### src/rtl/memdec_pkg.sv
// ----------------------------------------------------------------------------
// memdec_pkg
//   Shared types and constants for the compressed-store burst reader.
//   - memdec_state_e : burst engine states (IDLE, FETCH, DRAIN)
//   - FIFO_DEPTH     : return-buffer depth; the read-credit rule depends on it
//   - FIFO_CNT_W     : width of the return-buffer occupancy count
//   - fill_width()   : number of fill bits appended when expanding an entry
// ----------------------------------------------------------------------------
package memdec_pkg;

  typedef enum logic [1:0] {
    IDLE  = 2'd0,
    FETCH = 2'd1,
    DRAIN = 2'd2
  } memdec_state_e;

  localparam int unsigned FIFO_DEPTH = 2;
  localparam int unsigned FIFO_CNT_W = 2;

  // Width of the low-order fill appended below a stored entry.
  function automatic int unsigned fill_width(input int unsigned bw, input int unsigned cbw);
    return bw - cbw;
  endfunction

endpackage

### src/rtl/memdec_skid_fifo.sv
// ----------------------------------------------------------------------------
// memdec_skid_fifo
//   Two-entry FIFO buffering decompressed words (data + last tag) between the
//   memory return path and the output handshake. Push and pop may coincide,
//   including when full. Contents are flushed by the synchronous reset.
// Ports
//   clk, rst     : clock, synchronous active-high reset (flush)
//   push_i       : write push_data_i this cycle
//   push_data_i  : W-bit entry to store
//   pop_i        : remove the head entry this cycle
//   head_o       : oldest entry (meaningful only when !empty_o)
//   count_o      : occupancy 0..2
//   empty_o      : no entries stored
//   full_o       : both entries occupied
// ----------------------------------------------------------------------------
module memdec_skid_fifo
  import memdec_pkg::*;
#(
  parameter int unsigned W = 17
) (
  input  logic                  clk,
  input  logic                  rst,
  input  logic                  push_i,
  input  logic [W-1:0]          push_data_i,
  input  logic                  pop_i,
  output logic [W-1:0]          head_o,
  output logic [FIFO_CNT_W-1:0] count_o,
  output logic                  empty_o,
  output logic                  full_o
);

  logic [W-1:0]          mem_q [FIFO_DEPTH];
  logic                  wr_ptr_q;
  logic                  rd_ptr_q;
  logic [FIFO_CNT_W-1:0] count_q;
  logic [FIFO_CNT_W-1:0] count_d;
  logic                  do_push;
  logic                  do_pop;

  assign empty_o = (count_q == 2'd0);
  assign full_o  = (count_q == 2'd2);
  assign count_o = count_q;
  assign head_o  = mem_q[rd_ptr_q];

  // Qualify push/pop against occupancy and compute the next occupancy.
  always_comb begin
    do_pop  = pop_i && !empty_o;
    // A push into a full FIFO is only legal when the head leaves the same cycle.
    do_push = push_i && (!full_o || do_pop);
    count_d = count_q;
    case ({do_push, do_pop})
      2'b10:   count_d = count_q + 2'd1;
      2'b01:   count_d = count_q - 2'd1;
      default: count_d = count_q;
    endcase
  end

  // Storage, pointers and occupancy; reset flushes everything to zero.
  always_ff @(posedge clk) begin
    if (rst) begin
      mem_q[0] <= {W{1'b0}};
      mem_q[1] <= {W{1'b0}};
      wr_ptr_q <= 1'b0;
      rd_ptr_q <= 1'b0;
      count_q  <= 2'd0;
    end else begin
      if (do_push) begin
        mem_q[wr_ptr_q] <= push_data_i;
        wr_ptr_q        <= ~wr_ptr_q;
      end
      if (do_pop) begin
        rd_ptr_q <= ~rd_ptr_q;
      end
      count_q <= count_d;
    end
  end

endmodule

### src/rtl/memory_decompress_reader.sv
// ----------------------------------------------------------------------------
// memory_decompress_reader
//   Burst read engine for the compressed word store. Accepts (addr, len),
//   reads COMPRESS_BW-bit entries through a 1-cycle-latency read port, expands
//   each to BW bits as {entry, FILL} and streams them out on valid/ready with
//   an end-of-burst marker. A done pulse follows the last handshake.
// Configuration
//   MEMDEC_ROUND_FILL_EN : when defined, FILL is a 1 followed by zeros
//                          (midpoint reconstruction, 0xAB -> 0xAB80);
//                          otherwise FILL is all zeros (0xAB -> 0xAB00).
// Ports
//   clk, rst        : clock, synchronous active-high reset (aborts a burst)
//   cmd_valid_i     : command offered
//   cmd_ready_o     : engine idle; command taken on cmd_valid_i && cmd_ready_o
//   cmd_addr_i      : first entry address
//   cmd_len_i       : entry count, 0 = no-op, legal 0..2**AW
//   mem_rd_en_o     : read strobe to compressed store
//   mem_rd_addr_o   : read address (wraps modulo 2**AW)
//   mem_rd_data_i   : read data, valid the cycle after mem_rd_en_o
//   out_valid_o     : decompressed word available
//   out_ready_i     : consumer accepts word
//   out_data_o      : decompressed word
//   out_last_o      : out_data_o is the final word of the burst
//   busy_o          : burst in progress
//   done_o          : one-cycle completion pulse
// Note: COMPRESS_BW must be strictly less than BW.
// ----------------------------------------------------------------------------
module memory_decompress_reader
  import memdec_pkg::*;
#(
  parameter int unsigned BW          = 16,
  parameter int unsigned COMPRESS_BW = 8,
  parameter int unsigned AW          = 4
) (
  input  logic                   clk,
  input  logic                   rst,
  input  logic                   cmd_valid_i,
  output logic                   cmd_ready_o,
  input  logic [AW-1:0]          cmd_addr_i,
  input  logic [AW:0]            cmd_len_i,
  output logic                   mem_rd_en_o,
  output logic [AW-1:0]          mem_rd_addr_o,
  input  logic [COMPRESS_BW-1:0] mem_rd_data_i,
  output logic                   out_valid_o,
  input  logic                   out_ready_i,
  output logic [BW-1:0]          out_data_o,
  output logic                   out_last_o,
  output logic                   busy_o,
  output logic                   done_o
);

  localparam int unsigned FW = fill_width(BW, COMPRESS_BW);

`ifdef MEMDEC_ROUND_FILL_EN
  // Only the MSB of the fill set: reconstruct at the quantisation midpoint.
  localparam logic [FW-1:0] FILL = ~({FW{1'b1}} >> 1);
`else
  localparam logic [FW-1:0] FILL = {FW{1'b0}};
`endif

  localparam logic [AW-1:0] ADDR_ONE = ~({AW{1'b1}} << 1);
  localparam logic [AW:0]   CNT_ONE  = ~({(AW+1){1'b1}} << 1);
  localparam logic [AW:0]   CNT_ZERO = {(AW+1){1'b0}};

  memdec_state_e state_q;
  logic [AW:0]   issue_rem_q;  // reads still to be issued
  logic [AW:0]   ret_rem_q;    // words still to be returned from memory
  logic [AW-1:0] rd_addr_q;
  logic          in_flight_q;  // a read was issued last cycle; data arrives now
  logic          done_q;

  logic [BW:0]           fifo_head;
  logic [FIFO_CNT_W-1:0] fifo_count;
  logic                  fifo_empty;
  logic                  fifo_full;

  logic                  cmd_fire;
  logic                  pop;
  logic                  push;
  logic                  push_last;
  logic [BW:0]           push_word;
  logic [FIFO_CNT_W-1:0] eff_count;
  logic                  credit_ok;
  logic                  rd_fire;
  logic                  last_fire;

  // Handshakes, read credit and the word pushed from the memory return path.
  always_comb begin
    cmd_fire  = cmd_valid_i && cmd_ready_o;
    pop       = !rst && !fifo_empty && out_ready_i;
    // Occupancy after this cycle's pop; lets a pop free a slot for a new read
    // in the same cycle so a full-rate stream keeps one read per cycle.
    eff_count = fifo_count - {1'b0, pop};
    if (fifo_full && !pop) begin
      credit_ok = 1'b0;
    end else begin
      credit_ok = (({1'b0, eff_count} + {2'b00, in_flight_q}) < 3'd2);
    end
    rd_fire   = !rst && (state_q == FETCH) && (issue_rem_q != CNT_ZERO) && credit_ok;
    push      = !rst && in_flight_q;
    push_last = (ret_rem_q == CNT_ONE);
    push_word = {push_last, mem_rd_data_i, FILL};
    last_fire = pop && fifo_head[BW];
  end

  memdec_skid_fifo #(
    .W (BW + 1)
  ) u_fifo (
    .clk         (clk),
    .rst         (rst),
    .push_i      (push),
    .push_data_i (push_word),
    .pop_i       (pop),
    .head_o      (fifo_head),
    .count_o     (fifo_count),
    .empty_o     (fifo_empty),
    .full_o      (fifo_full)
  );

  assign cmd_ready_o   = (state_q == IDLE) && !rst;
  assign mem_rd_en_o   = rd_fire;
  assign mem_rd_addr_o = rd_addr_q;
  assign out_valid_o   = !fifo_empty;
  // Mask the head while empty so idle outputs read as zero, not stale data.
  assign out_data_o    = fifo_empty ? {BW{1'b0}} : fifo_head[BW-1:0];
  assign out_last_o    = !fifo_empty && fifo_head[BW];
  assign busy_o        = (state_q != IDLE);
  assign done_o        = done_q;

  // Burst FSM, issue/return counters, read address and done pulse.
  always_ff @(posedge clk) begin
    if (rst) begin
      state_q     <= IDLE;
      issue_rem_q <= CNT_ZERO;
      ret_rem_q   <= CNT_ZERO;
      rd_addr_q   <= {AW{1'b0}};
      in_flight_q <= 1'b0;
      done_q      <= 1'b0;
    end else begin
      done_q      <= 1'b0;
      in_flight_q <= rd_fire;
      if (rd_fire) begin
        rd_addr_q   <= rd_addr_q + ADDR_ONE;
        issue_rem_q <= issue_rem_q - CNT_ONE;
      end
      if (push) begin
        ret_rem_q <= ret_rem_q - CNT_ONE;
      end
      case (state_q)
        IDLE: begin
          if (cmd_fire) begin
            if (cmd_len_i == CNT_ZERO) begin
              done_q <= 1'b1;
            end else begin
              state_q     <= FETCH;
              issue_rem_q <= cmd_len_i;
              ret_rem_q   <= cmd_len_i;
              rd_addr_q   <= cmd_addr_i;
            end
          end
        end
        FETCH: begin
          if (rd_fire && (issue_rem_q == CNT_ONE)) begin
            state_q <= DRAIN;
          end
        end
        DRAIN: begin
          if (last_fire) begin
            state_q <= IDLE;
            done_q  <= 1'b1;
          end
        end
        default: begin
          state_q <= IDLE;
        end
      endcase
    end
  end

endmodule

### config.mk
export PLATFORM = sky130hd
export DESIGN_NAME = memory_decompress_reader
export DESIGN_NICKNAME = d
export VERILOG_FILES = /design/src/rtl/memdec_pkg.sv /design/src/rtl/memdec_skid_fifo.sv /design/src/rtl/memory_decompress_reader.sv
export SDC_FILE = /design/constraint.sdc
export NUM_CORES = 1
export LEC_CHECK = 0
export BUFFER_PORTS_ARGS = -buffer_cell sky130_fd_sc_hd__clkbuf_2
export CAP_MARGIN = 25
export CELL_PAD_IN_SITES_DETAIL_PLACEMENT = 0
export CELL_PAD_IN_SITES_GLOBAL_PLACEMENT = 1
export CORE_MARGIN = 2
export CORE_UTILIZATION = 27
export CTS_BUF_LIST = sky130_fd_sc_hd__clkbuf_8
export CTS_CLUSTER_SIZE = 25
export DETAILED_ROUTE_END_ITERATION = 10
export PLACE_DENSITY_LB_ADDON = 0.1
export SYNTH_ARGS = -nofsm -noshare
export SYNTH_HDL_FRONTEND = slang
export SYNTH_SLANG_ARGS = --single-unit
### constraint.sdc
create_clock -name clk -period 4.9 [get_ports clk]
set_input_delay 1.225 -clock clk [delete_from_list [all_inputs] [get_ports clk]]
set_output_delay 1.225 -clock clk [all_outputs]
set_load 0.1 [all_outputs]
==> metrics.md <==
| Metric | Value |
|---|---|
| Outcome | finished, final reports clean |
| Clock Sinks | 41 |
| Core Area | around 7600 sq um |
| Adder-cell share of the synthesized area | 0.0478 |
| Top Ports | 47 |
| Finish-stage setup viols | 0 |
| CTS H-tree lvls | 2 |
| Avg WL per Cell | around 13 um |
| Hold WS | 0.519 ns |
| Register area share after synthesis | 0.478 |
| First-pass GRT wire length | between 7000 and 8000 um |
| Peak supply drop | between 0.1 and 0.15 mV |
| Synthesized instance count | 211 |
| Resized cells post-CTS | 0 |
| Syn. warnings | 0 |
| Tmin final | around 4.0 ns |
| Clock slew at reported path FFs | 0.08 ns |
| Slew @ Worst Pin | 0.770 ns |
| Height of the die | between 90 and 100 um |
| Setup TNS | 0 ns |
| Crit-path max FO | 6 |
| Yosys cell types | 38 |
| Via Count | 1,547 |
| Drt drc | 0 |
| # diodes | 0 |
| Post-synthesis compound-gate area fraction | 0.0813 |
| Critical Path End Type | output port |
| Crit Path Class | input port to output port |
| Vias in the first global route | 1,560 |
| Arr. time, crit path | 2.82 ns |
| Detail Route Antenna Nets | 0 |
| Post-Synth XOR/XNOR Area | 0.0670 |
| Die W | roughly 90 um |
| Root Buffer Master | clkbuf_8 |
| Fin Clk Skew | between 0.003 and 0.004 ns |
| Max Cap Viol | 0 |
| Slew headroom | 0.487 |
| #FFs+latches synth | between 40 and 50 |
| Leak | 0.00103 uW |
| Vias/cell | ~4.4 |
| Share of cells above drive strength 1 | 0.239 |
| Postcts setup bufs | 0 |
| Initial DRC Count | 32 |
| DRT Wirelength | around 4600 um |
| R2R Setup Slk | 2.52 ns |
| Simple-gate share of the synthesized area | 0.211 |
| PD cells | ~360 nW/um^2 |
| CTS tree | done |
| Final period util | 0.825 |
| Drt pass-1 iters | 3 |
| Min-Delay Path Class | register to register |
| Nets | around 280 |
| Starting Density | 0.275 |
| Syn_area_per_cell | 9.91 sq um |
| GRT overflow | 0 |
| Std cell rows | 32 |
| Syn Std Cell Area | between 2000 and 2500 sq um |
| Input/output buffers | 38 |
| Tot GR Track Use | 0.117 |
| Area growth, synth to finish | 17.3% |
| Overall Power | between 800 and 900 uW |
| Final Hold Fails | 0 |
| Crit start category | input port |
| Final HPWL DP | ~3400 um |
| Largest family of logic cells by synthesized area | simple AND/OR/NAND/NOR gates |
| Gp weighted congestion | 0.760 |
| Unrepaired setup endpoints after global routing | false |
| Mux cell area share after synthesis | 0.0478 |
| Die footprint | approximately 8500 sq um |
| Fmax | ~0.25 GHz |
| # hold bufs at CTS | 0 |
| Clock Latency Late Sink | a little under 0.3 ns |
| Dpl cells | about 350 |
| Slew Limit Fails | 0 |
| CTS Buffer Depth | 2 |
| Antenna violations before repair | 0 |
| Fin cells | 353 |
| Largest net degree at the start of global routing | 23 |
| Num CTS Buffers | 5 |
| Worst EP required | ~3.7 ns |
[power breakdown]
part	switching, uW	internal (uW)	leakage, uW
logic	183	63.3	0.000616
clock network	122	98.4	0.0000439
registers	24.9	385	0.000375
[kinds of logic (layout without fill, tap and decap cells)]
logic type,after synthesis,after routing
other cells,1,8
flops,41,41
fa+ha+maj,8,8
compound gates,22,22
xor+xnor,16,16
mux,10,10
simple gates,86,86
buf+inv,27,60
[registers in the layout, summed over array words and instances, names as in the netlist, named ones only]
| name | flops |
|---|---|
| done_o | 1 |
| in_flight_q | 1 |
| issue_rem_q | 5 |
| mem_rd_addr_o | 4 |
| ret_rem_q | 5 |
| state_q | 2 |
| u_fifo.count_o | 2 |
| u_fifo.mem_q | 18 |
| u_fifo.rd_ptr_q | 1 |
| u_fifo.wr_ptr_q | 1 |
[routing by layer]
| layer | vias to the layer above | part of all wire | track usage |
|---|---|---|---|
| li1 | 783 | - | - |
| met2 | 26 | 0.51 | 0.208 |
| met1 | 734 | 0.45 | 0.139 |
| met3 | 4 | 0.035 | 0.0271 |
| met5 | - | 0 | 0 |
| met4 | 0 | 0.010 | 0.0373 |
[area by class of cell]
cell class	instances	area [sq um]
Fill cell	824	5150
Sequential cell	41	1000
Multi-Input combinational cell	150	982
Timing Repair Buffer	41	215
Tap cell	102	128
Clock buffer	5	68.8
Inverter	11	42.5
Clock inverter	3	17.5
[Yosys cell counts]
library cell | count | area share
a211oi_1 | 3 | 0.011
a211oi_2 | 1 | 0.0060
a21oi_1 | 7 | 0.017
a221oi_4 | 1 | 0.013
a311oi_2 | 1 | 0.0072
a31o_2 | 1 | 0.0042
a31oi_2 | 1 | 0.0060
and2_1 | 10 | 0.030
and3_1 | 10 | 0.030
buf_2 | 2 | 0.0048
buf_4 | 8 | 0.029
clkbuf_1 | 6 | 0.011
clkinv_2 | 1 | 0.0024
conb_1 | 1 | 0.0018
dfxtp_1 | 23 | 0.22
edfxtp_1 | 18 | 0.26
ha_1 | 8 | 0.048
inv_1 | 10 | 0.018
mux2i_1 | 10 | 0.048
nand2_1 | 15 | 0.027
nand2_4 | 1 | 0.0054
nand2b_1 | 4 | 0.012
nand3_1 | 4 | 0.0096
nand4_1 | 1 | 0.0030
nand4b_1 | 1 | 0.0042
nor2_1 | 25 | 0.045
nor3_1 | 6 | 0.014
nor4_1 | 2 | 0.0060
o211ai_1 | 1 | 0.0036
o21ai_0 | 1 | 0.0024
o21ai_1 | 5 | 0.012
or2_1 | 2 | 0.0060
or2_2 | 2 | 0.0060
or3_1 | 1 | 0.0030
or3b_4 | 1 | 0.0054
or4b_2 | 1 | 0.0048
xnor2_1 | 6 | 0.025
xor2_1 | 10 | 0.042
[critical path, cell delays in order]
cell,delay (ns)
clkbuf_2,0.09
nand2b_1,0.18
nor2_1,0.07
ha_1,0.27
inv_1,0.06
a221oi_4,0.40
nand2_4,0.12
clkinv_2,0.11
buf_4,0.29
[placed cells by master (no fill, tap or decap)]
master / instances
nor3_1: 6
nand3_1: 4
a211oi_1: 3
nor2_1: 25
xor2_1: 10
and3_1: 10
a21oi_1: 7
inv_1: 10
or3_1: 1
clkinvlp_4: 1
nand4_1: 1
nor4_1: 2
ha_1: 8
o21ai_1: 5
and2_1: 10
or2_1: 2
or2_2: 2
conb_1: 8
o21ai_0: 1
clkinv_2: 3
nand4b_1: 1
clkbuf_2: 37
clkbuf_8: 5
mux2i_1: 10
a31oi_2: 1
or3b_4: 1
nand2_4: 1
edfxtp_1: 18
a311oi_2: 1
nand2_1: 15
nand2b_1: 4
dfxtp_1: 23
a31o_2: 1
xnor2_1: 6
buf_4: 4
a211oi_2: 1
o211ai_1: 1
or4b_2: 1
a221oi_4: 1
[through the flow]
| step | util | area, sq um | setup WS [ns] |
|---|---|---|---|
| 2_1_floorplan | - | 2120 | 0.392 |
| 3_3_place_gp | 0.311 | 2370 | 0.892 |
| 3_5_place_dp | 0.311 | 2370 | 0.846 |
| 4_1_cts | 0.323 | 2450 | 0.843 |
| 5_1_grt | 0.323 | 2450 | 0.694 |
| 6_report | 0.323 | 2450 | 0.856 |
[final timing paths]
kind                   startpoint  cells past startpoint                end
setup / recovery              rst                      9        mem_rd_en_o
hold reg to reg   u_fifo.rd_ptr_q                      2    u_fifo.rd_ptr_q
hold / removal    u_fifo.rd_ptr_q                      2    u_fifo.rd_ptr_q
setup reg to reg      in_flight_q                      6  u_fifo.count_o[1]
Power figures use the tool's default switching activity.
